**src/rtl/seg_display_scan.sv**
```systemverilog
// seg_display_scan
// Eight-digit multiplexed hex display driver for a common-anode,
// active-low 7-segment module. A 32-bit shadow register captures data_in
// whenever enable is high. A free-running divider steps the digit index
// every SCAN_DIV cycles. Anode, segment and decimal-point outputs are
// registered, so they show the digit index and shadow value of the
// previous cycle.
//
// Optional feature macro: LEADING_ZERO_BLANK_EN
//   When defined, digits above the most significant non-zero nibble are
//   blanked (an=8'hFF, seg=7'h7F). Digit 0 is never blanked. Scan timing
//   is identical with and without the macro.

module seg_display_scan #(
    parameter int SCAN_DIV = 100000
) (
    input  logic        clk,
    input  logic        rst,
    input  logic [31:0] data_in,
    input  logic        enable,
    output logic [7:0]  an,
    output logic [6:0]  seg,
    output logic        dp
);

    // Divider width covers 0..SCAN_DIV-1. The minimum of 1 bit keeps the
    // declaration legal for the smallest divisor.
    localparam int DIV_W = (SCAN_DIV > 2) ? $clog2(SCAN_DIV) : 1;
    localparam logic [DIV_W-1:0] DIV_LAST = DIV_W'(SCAN_DIV - 1);

    // Blank pattern: every anode off, every segment off.
    localparam logic [7:0] AN_BLANK  = 8'hFF;
    localparam logic [6:0] SEG_BLANK = 7'h7F;

    // Segment codes, bit order {g,f,e,d,c,b,a}, active-low.
    localparam logic [6:0] SEG_0 = 7'b1000000;
    localparam logic [6:0] SEG_1 = 7'b1111001;
    localparam logic [6:0] SEG_2 = 7'b0100100;
    localparam logic [6:0] SEG_3 = 7'b0110000;
    localparam logic [6:0] SEG_4 = 7'b0011001;
    localparam logic [6:0] SEG_5 = 7'b0010010;
    localparam logic [6:0] SEG_6 = 7'b0000010;
    localparam logic [6:0] SEG_7 = 7'b1111000;
    localparam logic [6:0] SEG_8 = 7'b0000000;
    localparam logic [6:0] SEG_9 = 7'b0010000;
    localparam logic [6:0] SEG_A = 7'b0001000;
    localparam logic [6:0] SEG_B = 7'b0000011;
    localparam logic [6:0] SEG_C = 7'b1000110;
    localparam logic [6:0] SEG_D = 7'b0100001;
    localparam logic [6:0] SEG_E = 7'b0000110;
    localparam logic [6:0] SEG_F = 7'b0001110;

    // Hex nibble to active-low segment pattern.
    function automatic logic [6:0] hex_to_seg(input logic [3:0] nib);
        logic [6:0] code;
        case (nib)
            4'h0:    code = SEG_0;
            4'h1:    code = SEG_1;
            4'h2:    code = SEG_2;
            4'h3:    code = SEG_3;
            4'h4:    code = SEG_4;
            4'h5:    code = SEG_5;
            4'h6:    code = SEG_6;
            4'h7:    code = SEG_7;
            4'h8:    code = SEG_8;
            4'h9:    code = SEG_9;
            4'hA:    code = SEG_A;
            4'hB:    code = SEG_B;
            4'hC:    code = SEG_C;
            4'hD:    code = SEG_D;
            4'hE:    code = SEG_E;
            default: code = SEG_F;
        endcase
        return code;
    endfunction

    logic [31:0]      shadow;
    logic [DIV_W-1:0] div_cnt;
    logic [2:0]       digit;
    logic             div_wrap;
    logic [3:0]       cur_nibble;
    logic             cur_blank;

    assign div_wrap   = (div_cnt == DIV_LAST);
    assign cur_nibble = shadow[{digit, 2'b00} +: 4];

`ifdef LEADING_ZERO_BLANK_EN
    logic [2:0] top_digit;

    // Find the most significant non-zero nibble; zero shadow leaves digit 0.
    always_comb begin
        top_digit = 3'd0;
        for (int i = 1; i < 8; i++) begin
            if (shadow[4*i +: 4] != 4'h0) begin
                top_digit = 3'(i);
            end
        end
    end

    assign cur_blank = (digit > top_digit);
`else
    assign cur_blank = 1'b0;
`endif

    // Shadow capture: reset wins over enable, otherwise load when enabled.
    always_ff @(posedge clk) begin
        if (rst) begin
            shadow <= 32'h0;
        end else if (enable) begin
            shadow <= data_in;
        end
    end

    // Dwell divider: counts 0..SCAN_DIV-1 and wraps, independent of enable.
    always_ff @(posedge clk) begin
        if (rst) begin
            div_cnt <= '0;
        end else if (div_wrap) begin
            div_cnt <= '0;
        end else begin
            div_cnt <= div_cnt + 1'b1;
        end
    end

    // Digit index advances on each divider wrap; 3-bit rollover gives 7->0.
    always_ff @(posedge clk) begin
        if (rst) begin
            digit <= 3'd0;
        end else if (div_wrap) begin
            digit <= digit + 3'd1;
        end
    end

    // Registered drive: one cycle behind the digit index and shadow value.
    always_ff @(posedge clk) begin
        if (rst) begin
            an  <= AN_BLANK;
            seg <= SEG_BLANK;
            dp  <= 1'b1;
        end else begin
            dp <= 1'b1;
            if (cur_blank) begin
                an  <= AN_BLANK;
                seg <= SEG_BLANK;
            end else begin
                an  <= ~(8'd1 << digit);
                seg <= hex_to_seg(cur_nibble);
            end
        end
    end

endmodule

```
**config.mk**
```make
export PLATFORM = sky130hd
export DESIGN_NAME = seg_display_scan
export DESIGN_NICKNAME = d
export VERILOG_FILES = /design/src/rtl/seg_display_scan.sv
export SDC_FILE = /design/constraint.sdc
export NUM_CORES = 1
export LEC_CHECK = 0
export ABC_AREA = 1
export BUFFER_PORTS_ARGS = -buffer_cell sky130_fd_sc_hd__buf_2
export CAP_MARGIN = 20
export CORE_MARGIN = 1
export CORE_UTILIZATION = 55
export DETAILED_ROUTE_END_ITERATION = 8
export HOLD_SLACK_MARGIN = 0.08
export PLACE_DENSITY = 0.89
export SYNTH_ARGS = -nofsm -noshare
export SYNTH_HDL_FRONTEND = slang
export SYNTH_SLANG_ARGS = --single-unit
```
**constraint.sdc**
```tcl
create_clock -name clk -period 2.15 [get_ports clk]
set_input_delay 0 -clock clk [delete_from_list [all_inputs] [get_ports clk]]
set_output_delay 0 -clock clk [all_outputs]
set_load 0.005 [all_outputs]
```
== Word-level counts from Yosys, hierarchy flattened ==
Memories as Yosys holds them, arrays and structs flattened. A register that Yosys moved wholly into a read port is not among the register bits.
Cells that the tools add are included.

* Add/sub/neg operators: 2
* $mul: 0
* Divide/modulo/power cells: 0
* $lt $le $gt $ge: 0
* Equal/unequal tests: 1
* Shift-type cells: 2
* Multiplexer cells: 0
* Bitwise operators: 1
* Reduce and logical (&&, ||, !) cells: 1

{| class="wikitable"
|+ Operator list
! kind !! count
|-
| $shiftx A32 B6 Y4 || 1
|-
| $add A17 B1 Y17 const B || 1
|-
| $eq A17 B17 Y1 const B || 1
|-
| $not A8 Y8 || 1
|-
| $shl A1 B3 Y8 const A || 1
|-
| $add A3 B1 Y3 const B || 1
|-
| $reduce_or A2 Y1 || 1
|}

* Register bits after elaboration: 60
* Bits in latches: 0
* Memory bits (writable): 0
* ROM bits: 112
* Input bits: 35
* Output and inout port bits: 16
* Memories kept: 1

{| class="wikitable"
|+ Memory list
! name !! depth !! bits a word !! rd ports !! clocked after memory_dff !! wr ports !! RTL line !! source
|-
| (name not given) || 16 || 7 || 1 || 1 || 0 || 56 || <nowiki>case (nib)</nowiki>
|}

== Longest topological paths before layout ==
Gate-level depths: netlist (run 1).

* Word-level depth: 2
* Mapped depth: 13
* Depth with buffers taken out: 11

== Worst setup path after synthesis (run 1) ==
OpenSTA, ideal clock, no wires.

* Path kind: reg-to-reg
* Start: register digit[0]
* End: register seg[0]
* Data arrival time: 1.570 ns
* Slack: 0.450 ns
* Stages on the path, launching flop included: 13
* Path buffers: 2
* Clock period less this slack: 1.700 ns
* Path through: dfxtp_1 > buf_6 > clkbuf_8 > nand2_1 > nand3_1 > nand3_1 > nand2_1 > inv_1 > ha_1 > inv_1 > nand3_1 > nand3_1 > nand3_1

* Longest elaborated chain between the ends: 1

{| class="wikitable"
|+ Ends and longest elaborated chain
! what !! RTL line !! source
|-
| start, declared || 79 || <nowiki>logic [2:0] digit;</nowiki>
|-
| start signal, assigned || 130 || <nowiki>digit <= digit + 3'd1;</nowiki>
|-
| $shiftx A32 B6 Y4 || 85 || <nowiki>assign cur_nibble = shadow[{digit, 2'b00} +: 4];</nowiki>
|-
| end, declared || 22 || <nowiki>output logic [6:0] seg,</nowiki>
|}

No other way between the ends.
A chain may end at the register's enable or synchronous reset.

== Worst setup path after layout (run 1) ==
* Start: register digit[0]
* End: register seg[5]

Same word-level chain as after synthesis.

==> impl_metrics.csv, run 1 <==
group,metric,value,unit
logic_synthesis,synthCells,426,
global_routing,track_usage,28.01,%
die,initial_core_util,57.54,%
die,rows,27,
die,die_x,78.14,µm
clocking,cts_tree,"built",
setup_path,max_stage_delay,0.37,ns
setup_path,path_cells,"buf_12, inv_6, nand2_1, nand3_1, nand2_1, o21ai_2, inv_1, ha_1, nand3_1, nand2_1, nand2_1, nand3_1",
logic_synthesis,synth-edff-count,0,
finish,fin_cells,584,
logic_synthesis,yosysMostFrequentCell,"nand2_1",
run,max-cap-violations,0,
drt,viasPerCell,5.344,
finish,final_layout_size_suffix_gt1_share,17.77,%
drt,dr.pass1.iters,6,
finish,final_net_count,555,
logic_synthesis,synth_common_cells,"nand2_1 (77), dfxtp_1 (67), inv_1 (52), nand3_1 (46), a21oi_1 (38)",
logic_synthesis,syn_avg_cell_area,7.484,µm²
placement,port_buffers,49,
setup_path,cp_common_cell,"nand2_1",
placement,dp_cells,533,
sta,period_needed,1.974,ns
placement,routabilityCongestion,0.8810,
logic_synthesis,yosysSeqAreaShare,42.07,%
drt,vias,3121,
setup_path,worst-path-buf-inv,3,
finish,diodes,0,
setup_path,worstPathRequired,2.37,ns
die,pin_count,51,
logic_synthesis,synth_warnings,0,
global_routing,grt_max_degree,49,
clocking,root_buffer,"clkbuf_8",
clocking,clockBufferDepth,2,
die,dieHeight,78.14,µm
sta,hold_ws,0.1332,ns
placement,dpl.hpwl,4.707,mm
global_routing,grt_pass1_vias,3043,
setup_path,critPathSlowestCell,"dfxtp_1",
logic_synthesis,synth_cell_types,33,
clocking,clkTransAtPathRegs,0.07,ns
sta,setup_viol,0,
clocking,clock-sinks,67,
setup_path,end_kind,"register",
logic_synthesis,asyncSetResetFlopFracSynth,0,%
logic_synthesis,ys_top_cells_by_area,"dfxtp_1 (42%), nand2_1 (9.1%), nand3_1 (7.2%), inv_1 (6.1%), a21oi_1 (6.0%)",
power_and_ir_drop,power,2.726,mW
sta,fin_skew,0.01076,ns
sta,tightest_slew,0.5042,ns
setup_path,path_class,"reg2reg",
setup_path,critPathMaxFanout,18,
drt,avgRoutedWirePerCell,13.54,µm
hold_path,hold_class,"in2reg",
finish,design_area,4004,µm²
drt,drc,0,
finish,area_growth,25.59,%
power_and_ir_drop,peakVddDrop,0.0005287,V
logic_synthesis,synth_top_area_share,42.07,%
setup_path,cp_top_family,"simple AND/OR/NAND/NOR gates",
global_routing,antenna_found_initial,0,
logic_synthesis,synth_seq_cells,67,
global_routing,grt_pass1_wl,13.19,mm
clocking,cts-buffers-inserted,9,
sta,slew_viol_final,0,
logic_synthesis,syn_area,3188,µm²
logic_synthesis,synthesis.nets,474,
clocking,clk_latency,0.36,ns
sta,hold_viol_final,0,
drt,ant_nets,0,
sta,relSlewSlack,66.34,%
outcome,outcome,"completed",
drt,drtIter0Drc,367,
sta,period_share,91.82,%
die,dieArea,6105,µm²
placement,placed_cell_area,3446,µm²
clocking,h-tree-depth,3,
logic_synthesis,ys.flop_type,"dfxtp_1",
power_and_ir_drop,leakage,1.750,nW
sta,tns,0,ns
drt,wirelength,7.910,mm
logic_synthesis,synth_largest_area_cell,"dfxtp_1",
setup_path,crit_arrival,2.19,ns
die,core,5540,µm²
power_and_ir_drop,power.density,680.7,nW/µm²
sta,rsz0062_at_grt,"no",
global_routing,overflow,0,
setup_path,cp-start-kind,"register",
sta,max_freq,506.5,MHz
repair_timing:
| item | in CTS | in global routing |
|---|---|---|
| resized for setup | 0 | 1 |
| hold buffers | 35 | 0 |
| setup buffers | 0 | 0 |
| endpoints found under the hold margin | 37 | 0 |
| endpoints found under the setup margin | 0 | 4 |
path summary, 6_finish.rpt:
kind | from | slack (ns) | cells after the start | endpoint
worst min-delay path | enable | 0.13 | 3 | shadow[6]$_SDFFE_PP0P_
worst min register to register | div_cnt[0]$_SDFF_PP0_ | 0.46 | 1 | div_cnt[0]$_SDFF_PP0_
worst max-delay path | digit[0]$_SDFFE_PP0N_ | 0.18 | 12 | seg[5]$_SDFF_PP1_
worst max register to register | digit[0]$_SDFFE_PP0N_ | 0.18 | 12 | seg[5]$_SDFF_PP1_
worst reg2reg max path, delay by kind of cell (launching register included):
kind                     cells  cell delay (ns)
AO/OA/AOI/OAI                1             0.26
adder cells (fa/ha/maj)      1             0.24
buffers and inverters        3             0.45
flip-flops                   1             0.37
AND/OR/NAND/NOR              7             0.53
final cells by class:
| cell class | instances | area [µm²] |
|---|---|---|
| Inverter | 60 | 232.7 |
| Clock inverter | 1 | 30.03 |
| Sequential cell | 67 | 1343 |
| Tap cell | 72 | 90.09 |
| Timing Repair Buffer | 87 | 643.1 |
| Fill cell | 401 | 1536 |
| Clock buffer | 15 | 176.4 |
| Multi-Input combinational cell | 282 | 1489 |
routing by layer:
| metal | vias up | wire, µm | GRT usage [%] |
|---|---|---|---|
| li1 | 1523 | - | - |
| met1 | 1380 | 3145 | 30.72 |
| met2 | 172 | 3849 | 48.42 |
| met3 | 46 | 549 | 6.395 |
| met4 | 0 | 365 | 18.15 |
| met5 | - | 0 | 0 |
layout by cell type (no fill, tap or decap), types with 2 or more instances in the layout:
| cell type | n |
|---|---|
| o21ai_0 | 35 |
| nor2_1 | 32 |
| xor2_1 | 6 |
| clkbuf_8 | 12 |
| nand4_1 | 5 |
| inv_2 | 4 |
| dfxtp_1 | 66 |
| dlygate4sd3_1 | 35 |
| nand2_2 | 5 |
| nand3_1 | 46 |
| nor2_4 | 4 |
| nand2_1 | 77 |
| buf_2 | 49 |
| o21ai_2 | 2 |
| ha_1 | 13 |
| nand3_2 | 4 |
| clkbuf_1 | 3 |
| a21oi_1 | 38 |
| inv_1 | 52 |
| nor3_1 | 6 |
| buf_12 | 2 |
| clkinv_1 | 2 |
logic make-up after synthesis:
logic type               synth area share, %
AND/OR/NAND/NOR                        27.12
other                                 0.1176
buffers and inverters                  11.22
AO/OA/AOI/OAI                          12.72
adder cells (fa/ha/maj)                5.102
XOR/XNOR                               1.648
flip-flops                             42.07
report_power, final:
part	total [mW]	switching, mW	internal, mW
logic	0.308	0.171	0.137
clock network	1.10	0.465	0.633
registers	1.32	0.0186	1.30
through the flow:
step / utilization, % / worst slack [ns]
floorplan: - / 0.4502
global placement: 62.20 / 0.2734
detailed placement: 62.20 / 0.1663
CTS: 72.24 / 0.1449
global route: 72.27 / 0.04225
finish: 72.27 / 0.1758
registers in the layout (all words and copies together) (netlist names):
register and cells:
shadow 32, div_cnt 17, seg 7, digit 3
an 8
(Power assumes the default switching activity.)
==> run 2, diff against run 1 <==
--- a/config.mk
+++ b/config.mk
@@ -8,7 +8,7 @@
 export ABC_AREA = 1
 export BUFFER_PORTS_ARGS = -buffer_cell sky130_fd_sc_hd__buf_2
 export CAP_MARGIN = 20
-export CORE_MARGIN = 1
+export CORE_MARGIN = 2
 export CORE_UTILIZATION = 55
 export DETAILED_ROUTE_END_ITERATION = 8
 export HOLD_SLACK_MARGIN = 0.08
==> run 2 against run 1 <==
  * Worst setup slack gained 0.020 ns
  * Clock-buffer cell count is 2 lower
  * Design area decreased by 1.1%
  * Highest routed layer unchanged
==> impl_metrics.csv, run 2 (synthesized netlist as in run 1, its figures left out) <==
group,metric,value,unit
clocking,clk_latency,0.34,ns
drt,wirelength,7.128,mm
global_routing,antenna_found_initial,0,
placement,routabilityCongestion,0.8524,
placement,dpl.hpwl,4.524,mm
finish,layout_common_cells,"nand2_1 (77), dfxtp_1 (66), inv_1 (52)",
sta,period_needed,1.955,ns
die,core,5540,µm²
hold_path,hold_depth,4,
clocking,cts_tree,"built",
global_routing,grt_pass1_wl,12.12,mm
clocking,cts-buffers-inserted,9,
finish,final_layout_size_suffix_gt1_share,17.38,%
finish,final_net_count,558,
power_and_ir_drop,leakage,1.734,nW
sta,hold_ws,0.3464,ns
setup_path,r2r_cells,12,
finish,area_growth,24.25,%
global_routing,track_usage,24.51,%
finish,regMostFlops,"shadow",
finish,final_util,71.50,%
drt,ant_nets,0,
clocking,clock-sinks,67,
setup_path,worstPathRequired,2.36,ns
sta,setup_viol,0,
die,pin_count,51,
sta,hold_viol_final,0,
power_and_ir_drop,intPower,1.870,mW
sta,max_freq,511.6,MHz
power_and_ir_drop,pwr-share-comb,12.1,%
finish,final_common_cell,"nand2_1",
sta,period_share,90.91,%
setup_path,end_kind,"register",
die,initial_core_util,57.54,%
global_routing,grt_max_degree,61,
hold_path,hold_class,"in2reg",
setup_path,rrSetupSlack,0.20,ns
finish,largest_reg_flops,32,
clocking,h-tree-depth,3,
die,dieArea,6422,µm²
setup_path,path_cells,"buf_12, inv_6, nand2_1, nand3_1, nand2_1, o21ai_2, inv_1, ha_1, nand3_1, nand2_1, nand2_1, nand3_1",
setup_path,critPathSlowestCell,"dfxtp_1",
global_routing,grt_pass1_vias,2889,
finish,fin_cells,584,
sta,tns,0,ns
setup_path,cp_common_cell,"nand2_1",
setup_path,cp-start-kind,"register",
outcome,outcome,"completed",
setup_path,path_class,"reg2reg",
setup_path,critPathMaxFanout,18,
global_routing,overflow,0,
clocking,clkTransAtPathRegs,0.06,ns
power_and_ir_drop,p_sw_share,23.82,%
setup_path,max_stage_delay,0.37,ns
sta,rsz0062_at_grt,"no",
run,max-cap-violations,0,
die,dieHeight,80.14,µm
power_and_ir_drop,p_clk_share,34.1,%
drt,dr.pass1.iters,5,
power_and_ir_drop,power.density,619.7,nW/µm²
finish,reg.largest.list,"shadow (32), div_cnt (17), an (8)",
clocking,root_buffer,"clkbuf_8",
placement,port_buffers,49,
die,rows,27,
finish,diodes,0,
clocking,post_cts.repair.setup_buffers,0,
setup_path,crit_arrival,2.16,ns
drt,vias,3022,
placement,dp_cells,534,
sta,slew_viol_final,0,
die,die_x,80.14,µm
sta,fin_skew,0.005947,ns
clocking,clockBufferDepth,2,
drt,viasPerCell,5.175,
power_and_ir_drop,p_seq_share,53.8,%
drt,drtIter0Drc,263,
drt,drc,0,
drt,avgRoutedWirePerCell,12.21,µm
power_and_ir_drop,peakVddDrop,0.0004070,V
power_and_ir_drop,switchingPower,0.5849,mW
run 2: changes by cell type in the layout (fill, tap and decap cells not counted):
cell and change:
buf_4 +2, bufinv_16 -1, buf_12 -1, dlygate4sd3_1 +2, clkbuf_8 -2
run 2: routing by layer:
layer / share of wire (%) / global-route usage (%) / vias to the layer above
met5: 0 / 0 / -
met4: 3.8 / 14.41 / 0
met3: 5.5 / 6.404 / 25
met2: 50 / 42.92 / 100
met1: 41 / 26.39 / 1364
li1: - / - / 1533
run 2: repair_timing:
action / CTS / global route
endpoints found under the hold margin: 37 / 0
hold buffers: 37 / 0
resized for setup: 0 / 1
endpoints found under the setup margin: 0 / 2
run 2: path summary, 6_finish.rpt:
check / from / to
worst max-delay path: digit[0]$_SDFFE_PP0N_ / seg[5]$_SDFF_PP1_
worst min-delay path: enable / shadow[2]$_SDFFE_PP0P_
worst max register to register: digit[0]$_SDFFE_PP0N_ / seg[5]$_SDFF_PP1_
worst min register to register: div_cnt[0]$_SDFF_PP0_ / div_cnt[0]$_SDFF_PP0_
run 2: layout make-up:
type | count | area, µm²
clock buffers | 13 | 148.9
fillers | 435 | 1579
inverters | 60 | 232.7
multi-input cells | 282 | 1489
flip-flops and latches | 67 | 1343
well taps | 72 | 90.09
repair buffers | 90 | 658.1
run 2: worst max-delay path: cells and delay by family (launching register included):
family | cells | cell delay, ns
and+or+nand+nor | 7 | 0.52
buffers and inverters | 3 | 0.44
DFF | 1 | 0.37
AOI/OAI and AO/OA | 1 | 0.24
adders and majority gates | 1 | 0.24
run 2: power groups by stage:
stage	clock network [mW]	registers, mW	logic, mW
floorplan	0	1.34	0.156
global placement	0	1.34	0.229
detailed placement	0	1.35	0.235
CTS	0.867	1.32	0.288
global route	0.910	1.32	0.337
finish	0.838	1.32	0.296
run 2: stage by stage:
step,setup slack (ns),instance area [µm²],power [mW]
floorplan,0.4502,3188,1.501
global route,0.01331,3961,2.572
global placement,0.2744,3441,1.574
CTS,0.1753,3960,2.475
finish,0.1954,3961,2.455
detailed placement,0.1975,3441,1.582
==> run 3, diff against run 2 <==
--- a/config.mk
+++ b/config.mk
@@ -12,7 +12,7 @@
 export CORE_UTILIZATION = 55
 export DETAILED_ROUTE_END_ITERATION = 8
 export HOLD_SLACK_MARGIN = 0.08
-export PLACE_DENSITY = 0.89
+export PLACE_DENSITY = 0.81
 export SYNTH_ARGS = -nofsm -noshare
 export SYNTH_HDL_FRONTEND = slang
 export SYNTH_SLANG_ARGS = --single-unit
==> run 3 against run 2 <==
  * Sequential share of layout area down 0.12 points
  * Clock skew up 0.0019 ns
  * Global-route usage up 0.22 points
  * Worst setup slack better by 0.092 ns
  * Critical path type unchanged
  * Core utilization up 0.18 points
  * Largest cell class unchanged
  * Highest routed layer unchanged
  * Fmax up 5.0%
  * Hold slack worse by 0.22 ns
  * Non-clock buffer count down 1
==> impl_metrics.csv, run 3 (synthesized netlist as in run 1, its figures left out) <==
group,metric,value,unit
setup_path,path_class,"reg2reg",
finish,final_layout_size_suffix_gt1_share,17.90,%
sta,tns,0,ns
setup_path,worstPathRequired,2.36,ns
drt,avgRoutedWirePerCell,12.35,µm
global_routing,grt_pass1_wl,12.30,mm
sta,relSlewSlack,66.16,%
hold_path,hold_class,"in2reg",
setup_path,critPathMaxFanout,18,
setup_path,cp_common_cell,"nand2_1",
die,dieHeight,80.14,µm
finish,reg.largest.list,"shadow (32), div_cnt (17), an (8)",
run,max-cap-violations,0,
drt,dr.pass1.iters,4,
drt,wirelength,7.238,mm
power_and_ir_drop,p_sw_share,24.67,%
power_and_ir_drop,power.density,640.9,nW/µm²
sta,tightest_slew,0.5068,ns
setup_path,cp-start-kind,"register",
die,rows,27,
die,dieArea,6422,µm²
sta,fin_skew,0.007870,ns
clocking,clk_latency,0.34,ns
sta,setup_viol,0,
global_routing,grt_pass1_vias,2878,
power_and_ir_drop,p_seq_share,51.8,%
global_routing,antenna_found_initial,0,
global_routing,grt_max_degree,49,
power_and_ir_drop,switchingPower,0.6280,mW
drt,vias,3016,
sta,hold_viol_final,0,
drt,ant_nets,0,
drt,drtIter0Drc,175,
sta,period_share,86.62,%
clocking,clock-sinks,67,
clocking,clkTransAtPathRegs,0.07,ns
power_and_ir_drop,peakVddDrop,0.0005206,V
drt,viasPerCell,5.147,
finish,final_util,71.68,%
setup_path,crit_arrival,2.07,ns
sta,period_needed,1.862,ns
placement,dpl.hpwl,4.612,mm
placement,routabilityCongestion,0.8735,
finish,final_net_count,557,
finish,final_common_cell,"nand2_1",
clocking,cts_tree,"built",
clocking,post_cts.repair.setup_buffers,0,
power_and_ir_drop,intPower,1.917,mW
clocking,root_buffer,"clkbuf_8",
power_and_ir_drop,leakage,1.745,nW
die,core,5540,µm²
sta,max_freq,537.0,MHz
die,die_x,80.14,µm
sta,rsz0062_at_grt,"no",
drt,drc,0,
sta,slew_viol_final,0,
finish,area_growth,24.57,%
clocking,cts-buffers-inserted,9,
finish,fillers,435,
die,initial_core_util,57.54,%
global_routing,track_usage,24.73,%
finish,regMostFlops,"shadow",
placement,port_buffers,49,
global_routing,overflow,0,
clocking,h-tree-depth,3,
finish,layout_common_cells,"nand2_1 (77), dfxtp_1 (67), inv_1 (52)",
finish,diodes,0,
power_and_ir_drop,pwr-share-comb,11.7,%
die,pin_count,51,
setup_path,end_kind,"register",
power_and_ir_drop,p_clk_share,36.4,%
setup_path,path_cells,"buf_4, inv_6, nand2_1, nand3_1, nand2_1, o21ai_2, inv_1, ha_1, nand3_1, nand2_1, nand2_1, nand3_1",
setup_path,critPathSlowestCell,"dfxtp_1",
setup_path,max_stage_delay,0.31,ns
clocking,clockBufferDepth,2,
finish,largest_reg_flops,32,
outcome,outcome,"completed",
-- run 3: cell count changes in the layout (fill, tap and decap cells not counted) --
| cell | before | now |
|---|---|---|
| clkinv_2 | 0 | 2 |
| dlygate4sd3_1 | 37 | 35 |
| buf_4 | 3 | 4 |
| clkbuf_8 | 10 | 11 |
| dfxtp_1 | 66 | 67 |
| dfxtp_2 | 1 | 0 |
-- run 3: area by class of cell --
type                       instances  area, µm²  area share [%]
tap                               72      90.09           2.268
clock inverter                     2      10.01          0.2520
multi-input combinational        282       1489           37.49
sequential                        67       1341           33.77
clock buffer                      14      162.7           4.096
timing repair buffer              89      645.6           16.26
inverter                          60      232.7           5.860
-- run 3: worst paths after layout --
check,to,slack [ns],from,depth (start not counted)
setup / recovery,seg[5]$_SDFF_PP1_,0.29,digit[0]$_SDFFE_PP0N_,12
hold / removal,shadow[2]$_SDFFE_PP0P_,0.13,enable,3
setup reg to reg,seg[5]$_SDFF_PP1_,0.29,digit[0]$_SDFFE_PP0N_,12
hold reg to reg,div_cnt[0]$_SDFF_PP0_,0.45,div_cnt[0]$_SDFF_PP0_,1
-- run 3: critical path, delay by kind of cell (launching register included) --
kind / cells / cell delay, ns
AOI/OAI and AO/OA: 1 / 0.24
adders and majority gates: 1 / 0.23
buffers and inverters: 3 / 0.45
DFF: 1 / 0.31
and+or+nand+nor: 7 / 0.51
-- run 3: metal layers --
metal / up-vias / GRT usage [%] / share of wire (%)
met5: - / 0 / 0
met3: 18 / 4.607 / 5.1
met2: 97 / 42.83 / 50
met4: 0 / 12.71 / 2.5
li1: 1537 / - / -
met1: 1364 / 28.95 / 43
-- run 3: repair_timing --
item,4_1_cts,5_1_grt
hold endpoints to repair,37,0
gates resized for setup,0,0
hold buffers,35,0
-- run 3: stage by stage --
step	area, µm²	worst slack, ns	cells	hold slack (ns)	total power, mW
2_1_floorplan	3188	0.4502	426	0.09161	1.501
3_3_place_gp	3448	0.3847	535	0.2229	1.577
3_5_place_dp	3448	0.3113	535	0.2382	1.585
4_1_cts	3971	0.2946	586	0.1176	2.558
5_1_grt	3971	0.09746	586	0.1709	2.661
6_report	3971	0.2877	586	0.1302	2.545
-- run 3: power groups by stage --
stage	Sequential (mW)	Combinational, mW	Clock, mW
final	1.32	0.299	0.927
after global routing	1.32	0.338	0.999
after global placement	1.34	0.232	0
after detailed placement	1.35	0.238	0
after floorplan	1.34	0.156	0
after CTS	1.32	0.289	0.951
